File: config.mk
export PLATFORM = sky130hd
export DESIGN_NAME = uart_receiver_flat
export DESIGN_NICKNAME = d
export VERILOG_FILES = /design/src/rtl/uart_receiver_if.sv /design/src/rtl/uart_receiver.sv /design/src/flat_wrapper.sv
export SDC_FILE = /design/constraint.sdc
export NUM_CORES = 1
export LEC_CHECK = 0
export BUFFER_PORTS_ARGS = -buffer_cell sky130_fd_sc_hd__clkbuf_2
export CAP_MARGIN = 20
export CORE_MARGIN = 2
export CORE_UTILIZATION = 60
export CTS_CLUSTER_DIAMETER = 150
export DETAILED_ROUTE_END_ITERATION = 6
export PLACE_DENSITY = 0.8
export SLEW_MARGIN = 20
export SYNTH_ARGS = -nofsm -noshare
export SYNTH_HDL_FRONTEND = slang
export SYNTH_SLANG_ARGS = --single-unit
File: constraint.sdc
create_clock -name clk -period 2.5 [get_ports clk]
set_input_delay 0.125 -clock clk [delete_from_list [all_inputs] [get_ports clk]]
set_output_delay 0.125 -clock clk [all_outputs]
set_load 0.01 [all_outputs]
File: src/rtl/uart_receiver_if.sv
// uart_receiver_if: serial RX line, CPU clear strobe and received-byte status.
// master = CPU/line side (drives data_in, clear_strobe); slave = receiver.
`timescale 1ns/1ps

interface uart_receiver_if;
  logic       data_in;
  logic       clear_strobe;
  logic [7:0] data_out;
  logic       data_ready;
  logic       frame_error;
  logic       overrun_error;
  logic       busy_flag;

  modport master (
    output data_in,
    output clear_strobe,
    input  data_out,
    input  data_ready,
    input  frame_error,
    input  overrun_error,
    input  busy_flag
  );

  modport slave (
    input  data_in,
    input  clear_strobe,
    output data_out,
    output data_ready,
    output frame_error,
    output overrun_error,
    output busy_flag
  );
endinterface

File: src/rtl/uart_receiver.sv
// uart_receiver: 8-N-1 UART receive path, LSB first, idle-high line.
// Ports: clk, reset (async, active high), bus (uart_receiver_if.slave):
//   data_in, clear_strobe in; data_out[7:0], data_ready, frame_error,
//   overrun_error, busy_flag out.
`timescale 1ns/1ps

module uart_receiver #(
  parameter int CLOCK_SPEED = 200_000,
  parameter int BAUD_RATE   = 9_600
) (
  input  logic           clk,
  input  logic           reset,
  uart_receiver_if.slave bus
);

  localparam int CLKS_PER_BIT = CLOCK_SPEED / BAUD_RATE;
  localparam int HALF_BIT     = CLKS_PER_BIT / 2;
  localparam int CW =
    (CLKS_PER_BIT > 1) ? $clog2(CLKS_PER_BIT) : 1;

  localparam logic [CW-1:0] LAST_CNT =
    CW'(CLKS_PER_BIT - 1);
  localparam logic [CW-1:0] HALF_CNT =
    CW'(HALF_BIT - 1);

  typedef enum logic [1:0] {
    S_UART_RX_IDLE,
    S_UART_RX_START,
    S_UART_RX_RECEIVE_DATA,
    S_UART_RX_STOP
  } state_t;

  state_t        state_q, state_d;
  logic          rx_meta_q;
  logic          rx_sync_q;
  logic [CW-1:0] cnt_q, cnt_d;
  logic [2:0]    idx_q, idx_d;
  logic [7:0]    shift_q, shift_d;
  logic [7:0]    dout_q, dout_d;
  logic          rdy_q, rdy_d;
  logic          ferr_q, ferr_d;
  logic          oerr_q, oerr_d;

  // Two-flop synchronizer; idles high like the line.
  always_ff @(posedge clk or posedge reset) begin
    if (reset) begin
      rx_meta_q <= 1'b1;
      rx_sync_q <= 1'b1;
    end else begin
      rx_meta_q <= bus.data_in;
      rx_sync_q <= rx_meta_q;
    end
  end

  always_ff @(posedge clk or posedge reset) begin
    if (reset) begin
      state_q <= S_UART_RX_IDLE;
      cnt_q   <= '0;
      idx_q   <= '0;
      shift_q <= '0;
      dout_q  <= '0;
      rdy_q   <= 1'b0;
      ferr_q  <= 1'b0;
      oerr_q  <= 1'b0;
    end else begin
      state_q <= state_d;
      cnt_q   <= cnt_d;
      idx_q   <= idx_d;
      shift_q <= shift_d;
      dout_q  <= dout_d;
      rdy_q   <= rdy_d;
      ferr_q  <= ferr_d;
      oerr_q  <= oerr_d;
    end
  end

  always_comb begin
    state_d = state_q;
    cnt_d   = cnt_q;
    idx_d   = idx_q;
    shift_d = shift_q;
    dout_d  = dout_q;
    // Clear strobe drops the sticky flags unless a set below wins.
    rdy_d   = rdy_q  & ~bus.clear_strobe;
    ferr_d  = ferr_q & ~bus.clear_strobe;
    oerr_d  = oerr_q & ~bus.clear_strobe;

    unique case (state_q)
      S_UART_RX_IDLE: begin
        if (!rx_sync_q) begin
          state_d = S_UART_RX_START;
          cnt_d   = '0;
        end
      end

      S_UART_RX_START: begin
        if (cnt_q == HALF_CNT) begin
          cnt_d = '0;
          if (!rx_sync_q) begin
            state_d = S_UART_RX_RECEIVE_DATA;
            idx_d   = '0;
          end else begin
            // Start bit gone by mid-bit: glitch.
            state_d = S_UART_RX_IDLE;
          end
        end else begin
          cnt_d = cnt_q + 1'b1;
        end
      end

      S_UART_RX_RECEIVE_DATA: begin
        if (cnt_q == LAST_CNT) begin
          cnt_d   = '0;
          shift_d = {rx_sync_q, shift_q[7:1]};
          idx_d   = idx_q + 1'b1;
          if (idx_q == 3'd7) begin
            state_d = S_UART_RX_STOP;
          end
        end else begin
          cnt_d = cnt_q + 1'b1;
        end
      end

      S_UART_RX_STOP: begin
        if (cnt_q == LAST_CNT) begin
          cnt_d   = '0;
          // Leave mid stop bit so a back-to-back
          // start edge is not missed.
          state_d = S_UART_RX_IDLE;
          if (rx_sync_q) begin
            dout_d = shift_q;
            rdy_d  = 1'b1;
            // A byte consumed this cycle is no overrun.
            oerr_d = oerr_d
                   | (rdy_q & ~bus.clear_strobe);
          end else begin
            ferr_d = 1'b1;
          end
        end else begin
          cnt_d = cnt_q + 1'b1;
        end
      end

      default: begin
        state_d = S_UART_RX_IDLE;
      end
    endcase
  end

  assign bus.data_out      = dout_q;
  assign bus.data_ready    = rdy_q;
  assign bus.frame_error   = ferr_q;
  assign bus.overrun_error = oerr_q;
  assign bus.busy_flag     = (state_q != S_UART_RX_IDLE);

endmodule
File: src/flat_wrapper.sv
// flat-port wrapper written by rule: the top's interface ports become plain ports
module uart_receiver_flat 
#(
  parameter int CLOCK_SPEED = 200_000,
  parameter int BAUD_RATE   = 9_600
)
  (clk, reset, bus_data_in, bus_clear_strobe, bus_data_out, bus_data_ready, bus_frame_error, bus_overrun_error, bus_busy_flag);
  uart_receiver_if bus_i ();
  input  logic clk;
  input  logic reset;
  input wire logic [$bits(bus_i.data_in)-1:0] bus_data_in;
  input wire logic [$bits(bus_i.clear_strobe)-1:0] bus_clear_strobe;
  output wire logic [$bits(bus_i.data_out)-1:0] bus_data_out;
  output wire logic [$bits(bus_i.data_ready)-1:0] bus_data_ready;
  output wire logic [$bits(bus_i.frame_error)-1:0] bus_frame_error;
  output wire logic [$bits(bus_i.overrun_error)-1:0] bus_overrun_error;
  output wire logic [$bits(bus_i.busy_flag)-1:0] bus_busy_flag;
  assign bus_i.data_in = bus_data_in;
  assign bus_i.clear_strobe = bus_clear_strobe;
  assign bus_data_out = bus_i.data_out;
  assign bus_data_ready = bus_i.data_ready;
  assign bus_frame_error = bus_i.frame_error;
  assign bus_overrun_error = bus_i.overrun_error;
  assign bus_busy_flag = bus_i.busy_flag;
  uart_receiver #(.CLOCK_SPEED(CLOCK_SPEED), .BAUD_RATE(BAUD_RATE)) u_core (.clk(clk), .reset(reset), .bus(bus_i));
endmodule
==> reports/metrics.cfg <==
[floorplanning]
pin_count = 16
die_h_um = 51.9
initial_utilization_pct = 62.9
dieArea_um2 = 2700
fp-row-count = 17
chipWidth_um = 51.9
core_area_um2 = 2190

[route]
wirelength_mm = 2.10
vias_per_cell = 5.51
vias = 871
drcViolationCount = 0
drt_iter0_drc = 8
ant_nets = 0
dr.pass1.iters = 4
wire_per_inst_um = 13.3

[place]
port_buffers = 15
gp_congestion = 0.781
hpwl_mm = 1.52
dp_slack_ns = 0.637
dpl-instance-area_um2 = 1470

[synth]
yosysUniqueCellTypes = 29
yosysWarnings = 0
async_flop_share_pct = 100
synth-main-ff-cell = dfrtp_1
yosysSeqAreaShare_pct = 56.5
syn-num-nets = 115
synth-edff-count = 0
synth_area_um2 = 1380
syn_inst = 107
yosys_register_bits = 31
syn_avg_cell_area_um2 = 12.9

[setup_path]
worstPathArrival_ns = 2.11
required_ns = 2.74
critPathLaunch = u_core.cnt_q[0]
r2r_end = u_core.idx_q[0]
r2r_start = u_core.cnt_q[0]
crit_path_max_fanout = 10
crit_path_end = u_core.idx_q[0]
start_kind = flop
r2r_slack_ns = 0.63
rr_worst_depth = 5
worstSetupPathType = flop to flop
end_kind = flop

[timing]
skew_ns = 0.0121
hold_viol_final = 0
hold_slack_ns = 0.311
rsz0062_at_grt = false
setup_viol = 0
setup_slack_ns = 0.630
relSlewSlack_pct = 70.8
period_needed_ns = 1.87
max_freq_mhz = 535
tightest_slew_ns = 0.437
drv_slew = 0
final.period_utilization_pct = 74.8
tns_ns = 0

[hold_path]
hold_path.class = input pin to async pin

[power_and_ir_drop]
ir_drop_mv = 0.747
p_sw_uw = 452
pwr-share-clk_pct = 27.5
p_int_uw = 927
power_density_nw_per_um2 = 873
leakagePower_nw = 0.837
combinationalPowerShare_pct = 23.4
power_switching_share_pct = 32.8
totalPowerFinal_mw = 1.38
seqPwrFrac_pct = 49.0

[cells_and_area]
nets = 137
stdcell_area_um2 = 1580
drive_gt1_share_pct = 36.9
multi_input_area_um2 = 539
fillerInstances = 141
area.growth.synth_to_final_pct = 14.7
seq_area_um2 = 778
antenna_cells = 0

[grt]
grt_pass1_vias = 816
grt_pass1_wl_mm = 3.53
antenna_found_initial = 0
gr-usage-all-layers_pct = 19.0
grt_max_degree = 21
grt_overflow = 0

[flow_run]
drv_cap = 0

[clock_network]
clk_pin_slew_ns = 0.10
clock-sinks = 31
clock_path_buffers = 2
numCtsBuffers = 5
cts_htree_levels = 2
clock_latency_ns = 0.33
cts_tree = yes
cts_resized = 0
postCtsSetupBuffers = 0
ctsRootBufferMaster = clkbuf_4

[run_status]
status = complete, no violations

[cells in the mapped netlist, drive strengths merged, types with 2 or more instances]
master | count | area share (%)
nand2b | 2 | 0.91
mux2i | 2 | 1.5
and4bb | 2 | 1.8
a41oi | 2 | 1.3
dfstp | 2 | 3.8
buf | 4 | 1.9
nor2b | 2 | 0.91
nor2 | 4 | 1.1
nand3 | 3 | 1.1
a21oi | 3 | 1.1
inv | 9 | 2.5
mux2 | 17 | 14
a31oi | 3 | 1.4
ha | 4 | 3.6
dfrtp | 29 | 53
nand2 | 8 | 2.7
o22ai | 3 | 2.4
[power by group through the flow]
stage                     registers (mW)  logic (mW)  clock network, mW
after floorplan                    0.626       0.305                  0
after global placement             0.676       0.297                  0
after detailed placement           0.683       0.320                  0
after CTS                          0.673       0.325              0.392
after global routing               0.688       0.368              0.411
final                              0.676       0.323              0.380
[layer usage]
layer  track usage [%]  up-vias  part of all wire [%]
met3              8.62        5                   5.3
met1              22.3      425                    44
met2              28.9       18                    47
met5                 0        -                     0
li1                  -      423                     -
met4              10.5        0                   2.9
[final cells by class]
class                   count  area share (%)
inverters                   9            2.14
flip-flops and latches     31            49.2
multi-input cells          63            34.1
clock buffers               5            2.38
clock inverters             3            2.77
repair buffers             19            7.13
well taps                  28            2.22
[layout by cell type, fill, tap and decap left out, types with 2 or more instances in the layout]
cell,count
dfstp_2,2
nor2b_1,2
inv_1,9
dlygate4sd3_1,3
nand2_1,7
a21oi_1,3
mux2i_1,2
ha_1,4
dfrtp_1,29
nand2b_1,2
clkbuf_2,15
a31oi_1,3
mux2_2,17
nor2_1,4
a41oi_1,2
clkbuf_4,5
nand3_1,3
o22ai_1,2
[metrics by stage]
stage,util (%),cells
detailed placement,67.0,147
global placement,67.0,147
floorplan,-,107
global route,72.1,158
finish,72.1,158
CTS,72.1,158
[registers in the layout (all words and copies together) (netlist names), named ones only]
name	flops
u_core.idx_q	3
u_core.rx_meta_q	1
u_core.shift_q	8
u_core.bus.data_ready	1
u_core.bus.data_out	8
u_core.rx_sync_q	1
u_core.bus.overrun_error	1
u_core.state_q	1
u_core.bus.frame_error	1
u_core.cnt_q	5
[how the worst min path moves through the flow]
stage / start / to / depth (start not counted)
floorplan: bus_data_in / u_core.rx_meta_q / 0
global placement: reset / u_core.bus.data_out[2] / 2
detailed placement: reset / u_core.bus.data_out[2] / 2
CTS: reset / u_core.bus.data_out[3] / 3
global route: reset / u_core.bus.data_out[3] / 3
finish: reset / u_core.bus.data_out[3] / 3
[logic make-up (layout without fill, tap and decap cells)]
family                   count (synthesis)  after routing  share of synthesized area, %
flip-flops                              31             31                          56.5
AND/OR/NAND/NOR                         23             23                          10.6
buffers and inverters                   13             36                          4.36
adder cells (fa/ha/maj)                  4              4                          3.63
AO/OA/AOI/OAI                           17             17                          9.54
multiplexers                            19             19                          15.3
[critical path, stage by stage, from the launching register on]
cell      delay (ns)
dfrtp_1         0.45
ha_1            0.25
and4bb_1        0.45
nand2_4         0.17
a22o_1          0.27
a21o_1          0.19
[what timing repair did]
action                                  in CTS  in global routing
endpoints found under the hold margin       13                  0
hold buffers                                 3                  0
endpoints found under the setup margin       0                  0
(Power assumes the default switching activity.)
